**src/rtl/mod3_pkg.sv**
```systemverilog
// Shared types and modulo-3 helpers for the serial divide-by-3 transmitter
// and its checker.
package mod3_pkg;

  localparam int unsigned RES_W = 2;

  typedef enum logic [1:0] {
    ST_IDLE = 2'd0,
    ST_DATA = 2'd1,
    ST_CHK1 = 2'd2,
    ST_CHK0 = 2'd3
  } tx_state_e;

  // Residue after appending bit b to a stream whose residue is r: (2r + b) mod 3.
  function automatic logic [RES_W-1:0] mod3_next(input logic [RES_W-1:0] r,
                                                 input logic b);
    logic [RES_W-1:0] n;
    case ({r, b})
      3'b000:  n = 2'd0;
      3'b001:  n = 2'd1;
      3'b010:  n = 2'd2;
      3'b011:  n = 2'd0;
      3'b100:  n = 2'd1;
      3'b101:  n = 2'd2;
      default: n = 2'd0;
    endcase
    return n;
  endfunction

  // Check value c such that (4r + c) mod 3 == 0, i.e. (3 - r) mod 3.
  function automatic logic [RES_W-1:0] mod3_check(input logic [RES_W-1:0] r);
    logic [RES_W-1:0] c;
    case (r)
      2'd1:    c = 2'd2;
      2'd2:    c = 2'd1;
      default: c = 2'd0;
    endcase
    return c;
  endfunction

endpackage

```
**src/rtl/mod3_residue.sv**
```systemverilog
// Clocked modulo-3 residue accumulator of a serial MSB-first bit stream,
// with synchronous clear (priority) and enable.
module mod3_residue
  import mod3_pkg::*;
(
  input  logic             clk,
  input  logic             rst_n,
  input  logic             clr,
  input  logic             en,
  input  logic             bit_in,
  output logic [RES_W-1:0] residue,
  output logic [RES_W-1:0] residue_nxt
);

  logic [RES_W-1:0] res_q, res_d;

  always_comb begin
    residue_nxt = mod3_next(res_q, bit_in);
    res_d       = res_q;
    if (clr) begin
      res_d = '0;
    end else if (en) begin
      res_d = residue_nxt;
    end
  end

  always_ff @(posedge clk or negedge rst_n) begin
    if (!rst_n) begin
      res_q <= '0;
    end else begin
      res_q <= res_d;
    end
  end

  assign residue = res_q;

endmodule

```
**src/rtl/mod3_serial_tx.sv**
```systemverilog
// Serial transmitter: shifts a WIDTH-bit word out MSB-first and appends two
// check bits so every (WIDTH+2)-bit frame is divisible by 3.
module mod3_serial_tx
  import mod3_pkg::*;
#(
  parameter int unsigned WIDTH = 8
) (
  input  logic             clk,
  input  logic             rst_n,
  input  logic             in_valid,
  input  logic [WIDTH-1:0] data_in,
  output logic             in_ready,
  input  logic             tx_ready,
  output logic             tx_valid,
  output logic             tx_bit,
  output logic             tx_last,
  output logic [1:0]       residue
);

  localparam int unsigned CNT_W = (WIDTH > 1) ? $clog2(WIDTH) : 1;

  tx_state_e        state_q, state_d;
  logic [WIDTH-1:0] shift_q, shift_d;
  logic [CNT_W-1:0] cnt_q, cnt_d;
  logic             tx_valid_q, tx_valid_d;
  logic             tx_last_q, tx_last_d;
  logic             load, bit_acc;
  logic [RES_W-1:0] res_nxt;
  logic [RES_W-1:0] chk;

  assign load    = (state_q == ST_IDLE) && in_valid;
  assign bit_acc = tx_valid_q && tx_ready;

  mod3_residue u_res (
    .clk         (clk),
    .rst_n       (rst_n),
    .clr         (load),
    .en          (bit_acc),
    .bit_in      (shift_q[WIDTH-1]),
    .residue     (residue),
    .residue_nxt (res_nxt)
  );

  // Check bits are loaded into the top of the shift register, so tx_bit is
  // always the register MSB in every state (and 0 in IDLE).
  always_comb begin
    state_d    = state_q;
    shift_d    = shift_q;
    cnt_d      = cnt_q;
    tx_valid_d = tx_valid_q;
    tx_last_d  = tx_last_q;
    chk        = mod3_check(res_nxt);
    case (state_q)
      ST_IDLE: begin
        if (in_valid) begin
          state_d    = ST_DATA;
          shift_d    = data_in;
          cnt_d      = CNT_W'(WIDTH - 1);
          tx_valid_d = 1'b1;
        end
      end
      ST_DATA: begin
        if (tx_ready) begin
          if (cnt_q == '0) begin
            state_d                = ST_CHK1;
            shift_d                = '0;
            shift_d[WIDTH-1 -: 2]  = chk;
          end else begin
            shift_d = shift_q << 1;
            cnt_d   = cnt_q - CNT_W'(1);
          end
        end
      end
      ST_CHK1: begin
        if (tx_ready) begin
          state_d   = ST_CHK0;
          shift_d   = shift_q << 1;
          tx_last_d = 1'b1;
        end
      end
      ST_CHK0: begin
        if (tx_ready) begin
          state_d    = ST_IDLE;
          shift_d    = '0;
          tx_valid_d = 1'b0;
          tx_last_d  = 1'b0;
        end
      end
      default: state_d = ST_IDLE;
    endcase
  end

  always_ff @(posedge clk or negedge rst_n) begin
    if (!rst_n) begin
      state_q    <= ST_IDLE;
      shift_q    <= '0;
      cnt_q      <= '0;
      tx_valid_q <= 1'b0;
      tx_last_q  <= 1'b0;
    end else begin
      state_q    <= state_d;
      shift_q    <= shift_d;
      cnt_q      <= cnt_d;
      tx_valid_q <= tx_valid_d;
      tx_last_q  <= tx_last_d;
    end
  end

  assign in_ready = (state_q == ST_IDLE);
  assign tx_valid = tx_valid_q;
  assign tx_last  = tx_last_q;
  assign tx_bit   = shift_q[WIDTH-1];

endmodule

```
**config.mk**
```make
export PLATFORM = sky130hd
export DESIGN_NAME = mod3_serial_tx
export DESIGN_NICKNAME = d
export VERILOG_FILES = /design/src/rtl/mod3_pkg.sv /design/src/rtl/mod3_residue.sv /design/src/rtl/mod3_serial_tx.sv
export SDC_FILE = /design/constraint.sdc
export NUM_CORES = 1
export LEC_CHECK = 0
export CAP_MARGIN = 30
export CORE_MARGIN = 4
export CORE_UTILIZATION = 55
export CTS_BUF_LIST = sky130_fd_sc_hd__clkbuf_4 sky130_fd_sc_hd__clkbuf_8
export CTS_CLUSTER_DIAMETER = 50
export CTS_CLUSTER_SIZE = 10
export DETAILED_ROUTE_END_ITERATION = 8
export PLACE_DENSITY = 0.82
export SKIP_CTS_REPAIR_TIMING = 1
export SLEW_MARGIN = 20
export SYNTH_ARGS = -nofsm -noshare
export SYNTH_HDL_FRONTEND = slang
export SYNTH_SLANG_ARGS = --single-unit
```
**constraint.sdc**
```tcl
create_clock -name clk -period 3.4 [get_ports clk]
set_input_delay 0.68 -clock clk [delete_from_list [all_inputs] [get_ports clk]]
set_output_delay 0.68 -clock clk [all_outputs]
set_load 0.02 [all_outputs]
```
==> flow_metrics.py <==
metrics = {
    "status": {
        "status": "complete, no violations",
    },
    "power": {
        "power_density_nw_per_um2": 925,
        "pwr-share-seq_pct": 33.6,
        "reported_net_switching_power_w": 0.000471,
        "clock_power_share_pct": 10.4,
        "worst_ir_drop_vdd_uv": 838,
        "intPower_w": 0.000653,
        "power.leakage_nw": 0.522,
        "power_frac_comb_pct": 56.0,
        "p_sw_share_pct": 41.9,
    },
    "clocking": {
        "clock_tree.htree_level_count": 1,
        "cts_root_buf": "clkbuf_4",
        "clk_path_buf_depth": 2,
        "insertion_delay_ps": 290,
        "clock_tree_from_tritoncts": "built",
        "cts_num_sinks": 17,
        "cts.reportedPaths.clkPinSlew_ps": 100,
        "cts_buffers": 3,
    },
    "sta": {
        "final.period_utilization_pct": 74.6,
        "unrepaired_setup_endpoints_after_global_routing": "false",
        "timing.final.max_slew_violations": 0,
        "max_slew.worst_pin.slew_ps": 752,
        "final-hold-violation-count": 0,
        "finalClockSkew_ps": 1.16,
        "setup-tns-final_ps": 0,
        "finalSetupViolCount": 0,
        "max_clock_freq_mhz": 394,
        "period_needed_ps": 2540,
        "final_critical_path_setup_slack_ps": 862,
        "slew_headroom_pct": 49.7,
    },
    "die": {
        "start_util_pct": 57.9,
        "die_area_sq_um": 2540,
        "die_width_um": 50.4,
        "num_rows": 15,
        "chipHeight_um": 50.4,
        "num_io_pins": 18,
        "core_area_sq_um": 1710,
    },
    "worst_setup_path": {
        "crit_arrival_ps": 1860,
        "reg2reg_to": "state_q[1]",
        "worst_setup_path_start_kind": "flop",
        "crit_chain": "inv_1 > ha_1 > buf_4 > clkdlybuf4s50_1",
        "worst-r2r-setup-slack_ps": 1380,
        "r2r.worst_path.cells": 6,
        "largest_stage_delay_worst_path_ps": 640,
        "critical_path_required_ps": 2720,
        "classification_of_the_worst_setup_path": "reg2out",
        "worst_path_fanout_max": 24,
        "cp-end-kind": "output port",
        "reg2reg_from": "state_q[1]",
        "critical_path.slowest_cell": "clkdlybuf4s50_1",
    },
    "global_route": {
        "via_count_of_the_first_global_routing_pass": 835,
        "grt_overflow": 0,
        "initial_antenna_violation_count": 0,
        "grt_start_max_net_pins": 25,
        "grt_use_total_pct": 17.9,
        "grt_pass1_wl_mm": 3.53,
    },
    "yosys": {
        "syn-mean-instance-area_sq_um": 9.50,
        "seq_area_frac_synth_pct": 43.0,
        "synth.distinct_cells": 29,
        "mappedNetlistNets": 122,
        "ys.flop_type": "dfrtp_1",
        "synth_async_sr_flop_share_pct": 100,
        "number_of_synthesized_flops_with_an_enable_pin": 0,
        "synthesis.instances": 104,
        "ys_top_cells_by_count": "dfrtp_1 (17), a21oi_1 (16), nor2b_1 (9), nand2_1 (8), nand3b_1 (7)",
        "synth.largest_area_cell": "dfrtp_1",
        "top_cells_by_area_synth": "dfrtp_1 (43%), a21oi_1 (8.1%), ha_1 (7.6%)",
        "synth_warnings": 0,
        "yosys_register_bits": 17,
        "synth_most_common_cell": "dfrtp_1",
        "synth_top_area_share_pct": 43.0,
        "synthesis.area_sq_um": 988,
    },
    "routing": {
        "drt-total-wl_mm": 1.99,
        "antenna_violating_nets_post_route": 0,
        "via_per_inst": 5.55,
        "dr.first_iter.drc_count": 17,
        "route.vias.total": 821,
        "drt_pre_antenna_iters": 4,
        "wl_per_cell_um": 13.4,
        "detail_route.drc_violations": 0,
    },
    "cells_and_area": {
        "syn_to_final_growth_pct": 22.9,
        "multi_input_comb_area_sq_um": 528,
        "antenna_cells": 0,
        "final_net_count": 142,
        "drive_above_1_share_pct": 5.69,
        "n_fill_cell": 137,
        "register_area_sq_um": 425,
    },
    "placement": {
        "buffer_ports.inserted": 17,
        "gp_congestion": 0.733,
        "placement.setup.worst_slack_ps": 1040,
        "hpwlAfterDp_mm": 1.53,
    },
    "hold_path": {
        "timing.hold.worst_path_depth": 2,
        "min_from": "shift_q[0]",
        "min-delay-path-class": "reg2reg",
        "hold_path_end": "shift_q[0]",
    },
    "flow_run": {
        "max-cap-violations": 0,
    },
}
worst max path at each step:
stage	start	end	slack, ps	cells after the start
floorplan	state_q[0]	cnt_q[2]	1750	6
global placement	tx_ready	state_q[1]	1090	4
detailed placement	tx_ready	state_q[1]	1040	4
CTS	state_q[0]	in_ready	840	4
global route	state_q[0]	in_ready	740	4
finish	state_q[1]	in_ready	860	4
power groups by stage:
stage | Combinational, W | Clock, W | Sequential (W)
after floorplan | 0.000436 | 0 | 0.000395
after global placement | 0.000606 | 0 | 0.000374
after detailed placement | 0.000634 | 0 | 0.000382
after CTS | 0.000639 | 0.000120 | 0.000377
after global routing | 0.000706 | 0.000128 | 0.000390
final | 0.000629 | 0.000117 | 0.000378
sequential cells by signal (all words and copies together) (netlist names):
signal         cells
cnt_q              3
shift_q            8
tx_valid           1
u_res.residue      2
tx_last            1
state_q            2
worst max-delay path, delay by kind of cell (launching register included):
family,cells,cell delay [ps]
buffers and inverters,3,980
adders and majority gates,1,150
DFF,1,430
kinds of logic after synthesis:
group                      Yosys count  synth area share, %
AOI/OAI and AO/OA                   32                 20.3
muxes                                3                 3.54
DFF                                 17                 43.0
buffers and inverters                9                 3.54
and+or+nand+nor                     36                 21.1
xor gates and xnor gates             1                0.886
adders and majority gates            6                 7.59
layout by cell type (no fill, tap or decap), drive strengths merged, types with 2 or more instances in the layout:
master         count
o21a               2
nand3b             7
nand2              8
o31ai              2
dfrtp             17
nor3               4
o21ai              3
ha                 6
nand2b             2
nor2b              9
a21oi             16
inv                6
clkbuf             4
or3                2
clkdlybuf4s50     17
nor2               2
a21o               2
mux2i              2
a211oi             2
cell type report:
type / instances / share of cell area, %
clock buffer: 4 / 2.47
inverter: 6 / 1.85
multi-input combinational: 78 / 43.5
sequential: 17 / 35.0
tap: 25 / 2.57
timing repair buffer: 18 / 14.6
metal layers:
layer	global-route usage, %	vias to the layer above	wire, um
met5	0	-	0
met4	5.83	0	20
met3	3.56	4	104
met2	31.1	23	1010
met1	22.2	385	854
li1	-	409	-
metrics by stage:
step                hold WS [ps]  util, %  total power (W)  cell area, sq um  std cells
floorplan                    384        -         0.000832               988        104
global placement             461     69.4         0.000981              1180        144
detailed placement           480     69.4          0.00102              1180        144
CTS                          502     71.1          0.00114              1210        148
global route                 552     71.1          0.00122              1210        148
finish                       502     71.1          0.00112              1210        148
No activity file was read; power rests on OpenSTA's default activity.
